===== src/rtl/dh_key_sequencer.sv =====
// dh_key_sequencer
//
// Purpose:
//   Operand-entry and job controller for a small Diffie-Hellman demo.
//   Decoded PS/2 set-2 scancodes enter the modulus p, base g and the two
//   secrets a and b. One shared modular-exponentiation engine then computes
//   A_pub = g^a mod p, B_pub = g^b mod p and the shared key K = B_pub^a mod p
//   (plus K2 = A_pub^b mod p when verification is built).
//
// Build option:
//   KEY_VERIFY_EN - when defined, the EXP_KB job and the K2 register are
//                   built. key_match then reports K == K2, and a mismatch
//                   gives a one-cycle err pulse on entry to SHOW. When it is
//                   undefined, EXP_KA goes straight to SHOW and key_match is 1.
//
// Ports:
//   CLK, RST_N            clock (rising edge), synchronous active-low reset
//   key_valid, key_code   one-cycle strobe plus raw scancode byte
//   mx_start              one-cycle engine start pulse
//   mx_base/exp/mod       engine operands, held from start until done
//   mx_done, mx_result    engine completion pulse and its result
//   disp_val              value shown on the display
//   state_code            current state encoding
//   key_match             both parties' keys agree (valid in SHOW)
//   err                   high while in ERR (and the mismatch pulse)

module dh_key_sequencer #(
  parameter int W       = 4,
  parameter int TIMEOUT = 255
) (
  input  logic         CLK,
  input  logic         RST_N,
  input  logic         key_valid,
  input  logic [7:0]   key_code,
  output logic         mx_start,
  output logic [W-1:0] mx_base,
  output logic [W-1:0] mx_exp,
  output logic [W-1:0] mx_mod,
  input  logic         mx_done,
  input  logic [W-1:0] mx_result,
  output logic [W-1:0] disp_val,
  output logic [3:0]   state_code,
  output logic         key_match,
  output logic         err
);

  typedef enum logic [3:0] {
    S_IDLE   = 4'h0,
    S_GET_P  = 4'h1,
    S_GET_G  = 4'h2,
    S_GET_A  = 4'h3,
    S_GET_B  = 4'h4,
    S_EXP_A  = 4'h5,
    S_EXP_B  = 4'h6,
    S_EXP_KA = 4'h7,
    S_EXP_KB = 4'h8,
    S_SHOW   = 4'h9,
    S_ERR    = 4'hF
  } state_t;

  localparam logic [7:0] CODE_BREAK = 8'hF0;
  localparam logic [7:0] CODE_A     = 8'h1C;
  localparam logic [7:0] CODE_B     = 8'h32;
  localparam logic [7:0] CODE_C     = 8'h21;
  localparam logic [7:0] CODE_E     = 8'h24;

  // Scancodes for digits 0..9, indexed by digit value.
  localparam logic [7:0] DIGIT_CODE [10] = '{
    8'h45, 8'h16, 8'h1E, 8'h26, 8'h25, 8'h2E, 8'h36, 8'h3D, 8'h3E, 8'h46
  };

  // Last watchdog count before the timeout edge: ERR lands exactly
  // TIMEOUT cycles after the cycle in which mx_start was high.
  localparam logic [7:0] WDOG_LAST = 8'(TIMEOUT - 1);

  state_t       state_q, state_d;
  logic [W-1:0] p_q, p_d, g_q, g_d, a_q, a_d, b_q, b_d;
  logic [W-1:0] apub_q, apub_d, bpub_q, bpub_d, k_q, k_d;
`ifdef KEY_VERIFY_EN
  logic [W-1:0] k2_q, k2_d;
`endif
  logic         brk_q, brk_d;
  logic [7:0]   wdog_q, wdog_d;
  logic [1:0]   sel_q, sel_d;
  logic         mx_start_q, mx_start_d;
  logic [W-1:0] mx_base_q, mx_base_d, mx_exp_q, mx_exp_d, mx_mod_q, mx_mod_d;
  logic [W-1:0] disp_val_q, disp_val_d;
  logic         key_match_q, key_match_d;
  logic         err_q, err_d;

  // Scancode decode
  logic [9:0]   dig_hit;
  logic [W-1:0] dig_val;
  logic         key_ev, key_dig, key_a, key_b, key_c, key_e;
  logic         match_new;
  logic         bad_operands;

  for (genvar gi = 0; gi < 10; gi++) begin : g_digit_dec
    assign dig_hit[gi] = (key_code == DIGIT_CODE[gi]);
  end

  always_comb begin
    dig_val = '0;
    for (int i = 1; i < 10; i++) begin
      if (dig_hit[i]) dig_val = W'(i);
    end
  end

  // A byte following F0 is the release half of a make/break pair and is
  // swallowed, so only fresh make codes become key events.
  assign key_ev  = key_valid && !brk_q && (key_code != CODE_BREAK);
  // Digit 0 never reaches a register: every operand must be non-zero.
  assign key_dig = key_ev && (|dig_hit[9:1]);
  assign key_a   = key_ev && (key_code == CODE_A);
  assign key_b   = key_ev && (key_code == CODE_B);
  assign key_c   = key_ev && (key_code == CODE_C);
  assign key_e   = key_ev && (key_code == CODE_E);

  assign bad_operands = (p_q < W'(2)) || (g_q >= p_q) ||
                        (g_q == '0) || (a_q == '0) || (b_q == '0);

  always_comb begin
    state_d    = state_q;
    p_d        = p_q;
    g_d        = g_q;
    a_d        = a_q;
    b_d        = b_q;
    apub_d     = apub_q;
    bpub_d     = bpub_q;
    k_d        = k_q;
`ifdef KEY_VERIFY_EN
    k2_d       = k2_q;
`endif
    brk_d      = brk_q;
    wdog_d     = wdog_q;
    sel_d      = sel_q;
    mx_start_d = 1'b0;
    mx_base_d  = mx_base_q;
    mx_exp_d   = mx_exp_q;
    mx_mod_d   = mx_mod_q;
    match_new  = 1'b1;

    if (key_valid) brk_d = brk_q ? 1'b0 : (key_code == CODE_BREAK);

    case (state_q)
      S_IDLE: begin
        if (key_b) state_d = S_GET_P;
      end
      S_GET_P: begin
        if (key_dig) p_d = dig_val;
        if (key_a) state_d = S_GET_G;
        if (key_e) state_d = S_IDLE;
      end
      S_GET_G: begin
        if (key_dig) g_d = dig_val;
        if (key_a) state_d = S_GET_A;
        if (key_e) state_d = S_IDLE;
      end
      S_GET_A: begin
        if (key_dig) a_d = dig_val;
        if (key_a) state_d = S_GET_B;
        if (key_e) state_d = S_IDLE;
      end
      S_GET_B: begin
        if (key_dig) b_d = dig_val;
        if (key_e) state_d = S_IDLE;
        if (key_c) begin
          if (bad_operands) begin
            state_d = S_ERR;
          end else begin
            state_d    = S_EXP_A;
            mx_start_d = 1'b1;
            mx_base_d  = g_q;
            mx_exp_d   = a_q;
            mx_mod_d   = p_q;
            wdog_d     = '0;
          end
        end
      end
      // In the EXP states done takes priority over an expiring watchdog.
      S_EXP_A: begin
        if (mx_done) begin
          apub_d     = mx_result;
          state_d    = S_EXP_B;
          mx_start_d = 1'b1;
          mx_base_d  = g_q;
          mx_exp_d   = b_q;
          wdog_d     = '0;
        end else if (wdog_q == WDOG_LAST) begin
          state_d = S_ERR;
          wdog_d  = '0;
        end else begin
          wdog_d = wdog_q + 8'd1;
        end
      end
      S_EXP_B: begin
        if (mx_done) begin
          bpub_d     = mx_result;
          state_d    = S_EXP_KA;
          mx_start_d = 1'b1;
          mx_base_d  = mx_result;
          mx_exp_d   = a_q;
          wdog_d     = '0;
        end else if (wdog_q == WDOG_LAST) begin
          state_d = S_ERR;
          wdog_d  = '0;
        end else begin
          wdog_d = wdog_q + 8'd1;
        end
      end
      S_EXP_KA: begin
        if (mx_done) begin
          k_d = mx_result;
`ifdef KEY_VERIFY_EN
          state_d    = S_EXP_KB;
          mx_start_d = 1'b1;
          mx_base_d  = apub_q;
          mx_exp_d   = b_q;
          wdog_d     = '0;
`else
          state_d = S_SHOW;
          sel_d   = 2'd0;
`endif
        end else if (wdog_q == WDOG_LAST) begin
          state_d = S_ERR;
          wdog_d  = '0;
        end else begin
          wdog_d = wdog_q + 8'd1;
        end
      end
`ifdef KEY_VERIFY_EN
      S_EXP_KB: begin
        if (mx_done) begin
          k2_d      = mx_result;
          state_d   = S_SHOW;
          sel_d     = 2'd0;
          match_new = (k_q == mx_result);
        end else if (wdog_q == WDOG_LAST) begin
          state_d = S_ERR;
          wdog_d  = '0;
        end else begin
          wdog_d = wdog_q + 8'd1;
        end
      end
`endif
      S_SHOW: begin
        // Display cycles K -> A_pub -> B_pub -> K.
        if (key_a) sel_d = (sel_q == 2'd2) ? 2'd0 : sel_q + 2'd1;
        if (key_e) state_d = S_IDLE;
      end
      S_ERR: begin
        if (key_e) state_d = S_IDLE;
      end
      default: state_d = S_IDLE;
    endcase

    // Registered outputs are derived from the next-state values so they
    // line up with state_code on the same edge.
    case (state_d)
      S_GET_P: disp_val_d = p_d;
      S_GET_G: disp_val_d = g_d;
      S_GET_A: disp_val_d = a_d;
      S_GET_B: disp_val_d = b_d;
      S_SHOW: begin
        case (sel_d)
          2'd1:    disp_val_d = apub_d;
          2'd2:    disp_val_d = bpub_d;
          default: disp_val_d = k_d;
        endcase
      end
      default: disp_val_d = '0;
    endcase

    key_match_d = 1'b0;
    if (state_d == S_SHOW) begin
`ifdef KEY_VERIFY_EN
      key_match_d = (state_q == S_SHOW) ? (k_q == k2_q) : match_new;
`else
      key_match_d = (state_q == S_SHOW) ? 1'b1 : match_new;
`endif
    end

    err_d = (state_d == S_ERR) ||
            ((state_q != S_SHOW) && (state_d == S_SHOW) && !match_new);
  end

  always_ff @(posedge CLK) begin
    if (!RST_N) begin
      state_q     <= S_IDLE;
      p_q         <= '0;
      g_q         <= '0;
      a_q         <= '0;
      b_q         <= '0;
      apub_q      <= '0;
      bpub_q      <= '0;
      k_q         <= '0;
`ifdef KEY_VERIFY_EN
      k2_q        <= '0;
`endif
      brk_q       <= 1'b0;
      wdog_q      <= '0;
      sel_q       <= '0;
      mx_start_q  <= 1'b0;
      mx_base_q   <= '0;
      mx_exp_q    <= '0;
      mx_mod_q    <= '0;
      disp_val_q  <= '0;
      key_match_q <= 1'b0;
      err_q       <= 1'b0;
    end else begin
      state_q     <= state_d;
      p_q         <= p_d;
      g_q         <= g_d;
      a_q         <= a_d;
      b_q         <= b_d;
      apub_q      <= apub_d;
      bpub_q      <= bpub_d;
      k_q         <= k_d;
`ifdef KEY_VERIFY_EN
      k2_q        <= k2_d;
`endif
      brk_q       <= brk_d;
      wdog_q      <= wdog_d;
      sel_q       <= sel_d;
      mx_start_q  <= mx_start_d;
      mx_base_q   <= mx_base_d;
      mx_exp_q    <= mx_exp_d;
      mx_mod_q    <= mx_mod_d;
      disp_val_q  <= disp_val_d;
      key_match_q <= key_match_d;
      err_q       <= err_d;
    end
  end

  assign mx_start   = mx_start_q;
  assign mx_base    = mx_base_q;
  assign mx_exp     = mx_exp_q;
  assign mx_mod     = mx_mod_q;
  assign disp_val   = disp_val_q;
  assign state_code = state_q;
  assign key_match  = key_match_q;
  assign err        = err_q;

endmodule


===== config.mk =====
export PLATFORM = sky130hd
export DESIGN_NAME = dh_key_sequencer
export DESIGN_NICKNAME = d
export VERILOG_FILES = /design/src/rtl/dh_key_sequencer.sv
export SDC_FILE = /design/constraint.sdc
export NUM_CORES = 1
export LEC_CHECK = 0
export ABC_AREA = 1
export BUFFER_PORTS_ARGS = -buffer_cell sky130_fd_sc_hd__buf_4
export CORE_MARGIN = 2
export CORE_UTILIZATION = 50
export CTS_BUF_LIST = sky130_fd_sc_hd__clkbuf_16
export CTS_CLUSTER_SIZE = 8
export DETAILED_ROUTE_END_ITERATION = 8
export GPL_TIMING_DRIVEN = 0
export PLACE_DENSITY = 0.7
export SLEW_MARGIN = 20
export SYNTH_ARGS = -nofsm -noshare
export SYNTH_HDL_FRONTEND = slang
export SYNTH_SLANG_ARGS = --single-unit

===== constraint.sdc =====
create_clock -name CLK -period 5.2 [get_ports CLK]
set_clock_uncertainty 0.2 [all_clocks]
set_input_delay 1.04 -clock CLK [delete_from_list [all_inputs] [get_ports CLK]]
set_output_delay 1.04 -clock CLK [all_outputs]
set_load 0.02 [all_outputs]

==> results of run 1 <==
[routing by layer]
layer	vias up	GRT usage, %	part of all wire [%]
li1	1875	-	-
met1	1626	33.9	48
met2	85	38.8	46
met3	13	4.16	4.6
met4	0	7.60	1.6
met5	-	0	0
[per-stage QoR]
step	power, mW	utilization [%]
3_3_place_gp	0.527	56.8
6_report	1.21	61.6
4_1_cts	1.21	61.6
5_1_grt	1.24	61.6
3_5_place_dp	0.528	56.8
2_1_floorplan	0.508	-
[registers in the layout, indices dropped and copies added, names as in the netlist]
register and flops:
b_q 4, g_q 4, bpub_q 4, key_match 1, mx_base 4, brk_q 1, mx_start 1, err 1
apub_q 4, p_q 4, state_code 4, wdog_q 8, mx_mod 4, k_q 4, a_q 4, disp_val 4
mx_exp 4, sel_q 2
[worst max-delay path: cells and delay by family]
kind                     cells  cell delay (ps)
AND/OR/NAND/NOR              8             1070
AO/OA/AOI/OAI                5              730
buffers and inverters        4              390
adder cells (fa/ha/maj)      1              190
[layout by cell type, fill, tap and decap left out, types with 2 or more instances in the layout]
master / Yosys / final
nand2_4: 3 / 3
nor2_1: 76 / 76
nand3_2: 4 / 4
clkbuf_1: 4 / 4
clkbuf_16: 0 / 9
a21oi_1: 20 / 20
nand2_1: 151 / 151
buf_4: 1 / 39
nor2_8: 2 / 2
o21ai_0: 36 / 36
nor3b_1: 2 / 2
o21ai_1: 4 / 4
dfxtp_1: 62 / 62
o22ai_1: 3 / 3
nand2_2: 13 / 13
inv_1: 78 / 78
inv_2: 8 / 8
bufinv_16: 0 / 3
nor2_4: 6 / 6
nand4_1: 5 / 5
nand3_1: 26 / 26
a31oi_1: 8 / 8
nor3_1: 9 / 9
ha_1: 8 / 8
nor2_2: 14 / 14
[kinds of logic (layout without fill, tap and decap cells)]
family,after synthesis,count (layout),synth area share [%]
flip-flops,62,62,34.1
AO/OA/AOI/OAI,77,77,11.4
XOR/XNOR,2,2,0.481
multiplexers,1,1,0.275
adder cells (fa/ha/maj),8,8,2.75
buffers and inverters,93,147,9.75
AND/OR/NAND/NOR,319,319,41.3
[path summary, 6_finish.rpt]
check | startpoint | endpoint | slack [ps]
max | key_code[1] | disp_val[2]$_SDFF_PN0_ | 1750
max reg2reg | state_code[2]$_SDFF_PN0_ | disp_val[2]$_SDFF_PN0_ | 1870
min | mx_mod[0]$_SDFFE_PN0P_ | mx_mod[0]$_SDFFE_PN0P_ | 250
min reg2reg | mx_mod[0]$_SDFFE_PN0P_ | mx_mod[0]$_SDFFE_PN0P_ | 250
[layout make-up]
type                       count  area share (%)
buffer                         6           0.597
clock buffer                   9            5.12
clock inverter                 7            2.73
inverter                      87            7.48
multi-input combinational    407            46.6
sequential                    62            28.2
tap                           99            2.82
timing repair buffer          38            6.48
[where the power goes]
group	total, mW	internal [mW]	switching (mW)	leakage, nW
Clock	0.687	0.469	0.218	0.166
Sequential	0.475	0.475	0.0000477	0.499
Combinational	0.0426	0.0139	0.0288	1.36
==> out/metrics.yaml, run 1 <==
status:
  outcome: "finished, final reports clean"
synth:
  synth_cell_type_count: 42
  synth_top_area_share_pct: 34.1
  synth_edf_count: 0
  netlist_instances: 562
  synth_ff_type: "dfxtp_1"
  synthTopCellsByCount: "nand2_1 (151), inv_1 (78), nor2_1 (76)"
  ys_warn_count: 0
  yosys-top-cells-area: "dfxtp_1 (34%), nand2_1 (16%), inv_1 (8.0%)"
  yosysMostFrequentCell: "nand2_1"
  syn_nets: 586
  synth_seq_area_share_pct: 34.1
  async_flop_share_pct: 0
  synth_area_per_cell_um2: 6.49
  ys_ff_latch: 62
  yosysTopAreaCell: "dfxtp_1"
  syn_area_mm2: 0.00364
place:
  port_buffers: 38
  pre_cts_ws_ps: 1480
  dpl-instance-area_mm2: 0.00405
  place_hpwl_um: 7150
  gp_congestion: 0.913
  place_inst: 699
clock_network:
  cts_tree: "yes"
  insertion_delay_ps: 330
  holdBufCountCts: 0
  clockBufferDepth: 2
  cts_setup_buffers: 0
  clkSinkCount: 62
  cts-buffers-inserted: 9
  cts_root_buffer: "clkbuf_16"
  clk_pin_slew_worst_paths_ps: 50
  htree_levels: 3
  ctsResizeCount: 0
setup_path:
  crit_slowest_cell: "nand3_1"
  crit_arrival_ps: 3430
  crit_chain: "buf_4 > nor2_2 > nand2_1 > nor2_2 > nand3_1 > a21oi_1 > inv_1 > a22oi_1 > inv_1 > ha_1 > inv_1 > o22ai_1 > nand2_1 > o21ai_0 > nand2_1 > nand2_1 > nor2_1 > a21oi_1"
  required_ps: 5180
  critPathMaxStageDelay_ps: 260
  r2r_cells: 20
  path_max_fanout: 5
  cp-start-kind: "input port"
  cpMostUsedCell: "nand2_1"
  worst_setup_path_end_kind: "register"
  crit_type: "in2reg"
finish:
  multiInputGateArea_mm2: 0.00205
  final_cell_area_mm2: 0.00440
  antenna_cells: 0
  drive_above_1_share_pct: 18.0
  area_growth_pct: 20.7
  regArea_mm2: 0.00124
  final_nets: 635
  final_cells: 715
  fill_cells: 722
sta:
  worst_hold_slack_ps: 247
  setup_viol: 0
  tightest_slew_ps: 685
  hold_viol_final: 0
  maxSlewViolCount: 0
  fin_tns_setup_ps: 0
  rsz0062_at_grt: "false"
  slew-limit-headroom_pct: 54.0
  fin_crit_sh_pct: 66.4
  fin_ws_ps: 1750
  fmaxAchievable_ghz: 0.290
  fin_crit_ps: 3450
drt:
  wl_um: 9270
  vias_per_cell: 5.03
  drc: 0
  wl_per_cell_um: 13.0
  ant_nets: 0
  drt_iter0_drc: 258
  via_count: 3599
  first_pass_iters: 5
die:
  initial_utilization_pct: 51.1
  die_w_um: 89.4
  fp-row-count: 31
  dieArea_mm2: 0.00799
  io_pins: 39
  die_height_um: 89.4
  coreArea_mm2: 0.00714
hold_path:
  min_path_cells: 2
  hp-class: "reg2reg"
power_and_ir_drop:
  powerDensity_mw_per_mm2: 274
  leakagePower_nw: 2.03
  irDropWorstVdd_mv: 0.139
global_routing:
  grt_pass1_vias: 3154
  antenna_found_initial: 0
  grt_first_pass_wirelength_um: 14800
  grtUsageTotal_pct: 24.4
  grt-ovfl-total: 0
  grt_max_degree: 13
job:
  drv_cap: 0
No activity file was read; power rests on OpenSTA's default activity.
==> run 2: changes to the inputs <==
--- a/config.mk
+++ b/config.mk
@@ -13,7 +13,7 @@
 export CTS_CLUSTER_SIZE = 8
 export DETAILED_ROUTE_END_ITERATION = 8
 export GPL_TIMING_DRIVEN = 0
-export PLACE_DENSITY = 0.7
+export PLACE_DENSITY = 0.72
 export SLEW_MARGIN = 20
 export SYNTH_ARGS = -nofsm -noshare
 export SYNTH_HDL_FRONTEND = slang
==> constraint.sdc (replaced) <==
create_clock -name CLK -period 3.05 [get_ports CLK]
set_clock_uncertainty 0.2 [all_clocks]
set_input_delay 0.61 -clock CLK [delete_from_list [all_inputs] [get_ports CLK]]
set_output_delay 0.61 -clock CLK [all_outputs]
set_load 0.02 [all_outputs]
==> run 2 against run 1 <==
  * Critical path depth unchanged
  * Register-to-register slack got worse by 1600 ps
  * Sequential power increased by 71%
  * Total power increased by 63%
  * Via count increased by 0.33%
  * Utilization increased by 0.11 points
  * Count of clock-buffer cells in the layout unchanged
  * Wire length increased by 0.52%
  * Setup slack got worse by 1500 ps
  * Largest power group unchanged
  * Highest routed layer unchanged
==> out/metrics.yaml, run 2 (synthesis results as in run 1) <==
status:
  outcome: "finished, final reports clean"
setup_path:
  r2r_setup_slack_ps: 280
  timing.rr.start: "state_code[2]$_SDFF_PN0_"
  crit_arrival_ps: 2750
  critPathMaxStageDelay_ps: 410
  path_max_fanout: 8
  r2r-end: "disp_val[2]$_SDFF_PN0_"
  crit_slowest_cell: "dfxtp_2"
  cpMostUsedCell: "inv_1"
  worst_setup_path_end_kind: "register"
  required_ps: 3030
  crit_type: "reg2reg"
  cp-start-kind: "register"
  crit_chain: "inv_2 > nor2_4 > inv_4 > nor2_2 > nand2_2 > inv_2 > nor2_1 > a21oi_1 > inv_1 > a22oi_2 > inv_1 > ha_1 > inv_1 > o21ai_0 > nand2_1 > nand2_1 > nor2_1 > a21oi_1"
  r2r_cells: 18
sta:
  maxSlewViolCount: 0
  fin_crit_sh_pct: 90.9
  fmaxAchievable_ghz: 0.361
  fin_ws_ps: 279
  tightest_slew_ps: 641
  worst_hold_slack_ps: 243
  hold_viol_final: 0
  fin_crit_ps: 2770
  setup_viol: 0
  rsz0062_at_grt: "false"
  slew-limit-headroom_pct: 56.9
global_routing:
  grt-ovfl-total: 0
  grtUsageTotal_pct: 24.8
  grt_pass1_vias: 3283
  grt_max_degree: 12
  grt_first_pass_wirelength_um: 15100
  antenna_found_initial: 0
place:
  place_hpwl_um: 7150
  pre_cts_ws_ps: -187
  place_inst: 699
  port_buffers: 38
  dpl-instance-area_mm2: 0.00405
  gp_congestion: 0.971
hold_path:
  min_path_cells: 2
  hp-class: "reg2reg"
  min_to: "mx_mod[1]$_SDFFE_PN0P_"
  min_from: "mx_mod[1]$_SDFFE_PN0P_"
clock_network:
  holdBufCountCts: 0
  insertion_delay_ps: 330
  clk_pin_slew_worst_paths_ps: 50
  clockBufferDepth: 2
  clkSinkCount: 62
  cts_root_buffer: "clkbuf_16"
  cts-buffers-inserted: 9
  htree_levels: 3
  cts_tree: "yes"
finish:
  drive_above_1_share_pct: 19.2
  top_register: "wdog_q"
  final_cells: 718
  largest_register_ffs: 8
  final_common_cell: "nand2_1"
  fill_cells: 692
  layout_common_cells: "nand2_1 (150), inv_1 (77), nor2_1 (76)"
  antenna_cells: 0
  final_cell_area_mm2: 0.00441
  final_nets: 638
  area_growth_pct: 20.9
power_and_ir_drop:
  powerDensity_mw_per_mm2: 445
  leakagePower_nw: 2.03
  irDropWorstVdd_mv: 0.293
  p_total_mw: 1.96
die:
  io_pins: 39
  die_w_um: 89.4
  die_height_um: 89.4
  fp-row-count: 31
  dieArea_mm2: 0.00799
  initial_utilization_pct: 51.1
  coreArea_mm2: 0.00714
drt:
  via_count: 3611
  vias_per_cell: 5.03
  ant_nets: 0
  drt_iter0_drc: 187
  drc: 0
  wl_um: 9320
  first_pass_iters: 5
  wl_per_cell_um: 13.0
job:
  drv_cap: 0
## run 2: cell count changes in the layout (fill, tap and decap cells not counted), moves of 2 or more
cell / delta
buf_4: +3
dfxtp_1: -3
dfxtp_2: +3
clkinv_1: +2
## run 2: layer usage
layer | up-vias | routed length (µm) | track usage, %
li1 | 1874 | - | -
met1 | 1607 | 4300 | 32.5
met2 | 105 | 4190 | 39.0
met3 | 25 | 520 | 4.80
met4 | 0 | 308 | 12.1
met5 | - | 0 | 0
## run 2: worst max-delay path: cells and delay by family, from the launching register on
kind            cells  cell delay (ps)
buf+inv             6              590
compound gates      4              490
simple gates        7              690
flops               1              410
fa+ha+maj           1              260
## run 2: how the worst max path moves through the flow
stage,from,endpoint,slack (ps)
floorplan,state_code[2]$_SDFF_PN0_,disp_val[2]$_SDFF_PN0_,230
global placement,state_code[2]$_SDFF_PN0_,disp_val[2]$_SDFF_PN0_,-180
detailed placement,state_code[2]$_SDFF_PN0_,disp_val[2]$_SDFF_PN0_,-190
CTS,state_code[2]$_SDFF_PN0_,disp_val[2]$_SDFF_PN0_,50
global route,key_code[1],disp_val[1]$_SDFF_PN0_,50
finish,state_code[2]$_SDFF_PN0_,disp_val[2]$_SDFF_PN0_,280
## run 2: repair_timing
item	in CTS	in global routing
buffers inserted	1	2
cloned	0	0
pin swaps	1	1
resized for setup	1	6
hold endpoints to repair	0	0
endpoints found under the setup margin	4	4
## run 2: layout make-up
cell class                 count  area, µm²  share of cell area (%)
multi-input combinational    407       2060                    46.8
inverter                      87        329                    7.47
buffer                         6       26.3                   0.596
tap                           99        124                    2.81
timing repair buffer          41        308                    6.98
clock buffer                   9        225                    5.11
sequential                    62       1240                    28.3
clock inverter                 7       88.8                    2.02
## run 2: report_power, final
| part | internal (mW) | switching (mW) | leakage [nW] |
|---|---|---|---|
| Sequential | 0.810 | 0.0000754 | 0.501 |
| Combinational | 0.0238 | 0.0482 | 1.38 |
| Clock | 0.709 | 0.372 | 0.150 |
## run 2: through the flow
| stage | TNS [ps] | util (%) |
|---|---|---|
| floorplan | 0 | - |
| global placement | -638 | 56.8 |
| detailed placement | -666 | 56.8 |
| CTS | 0 | 61.3 |
| global route | 0 | 61.7 |
| finish | 0 | 61.7 |
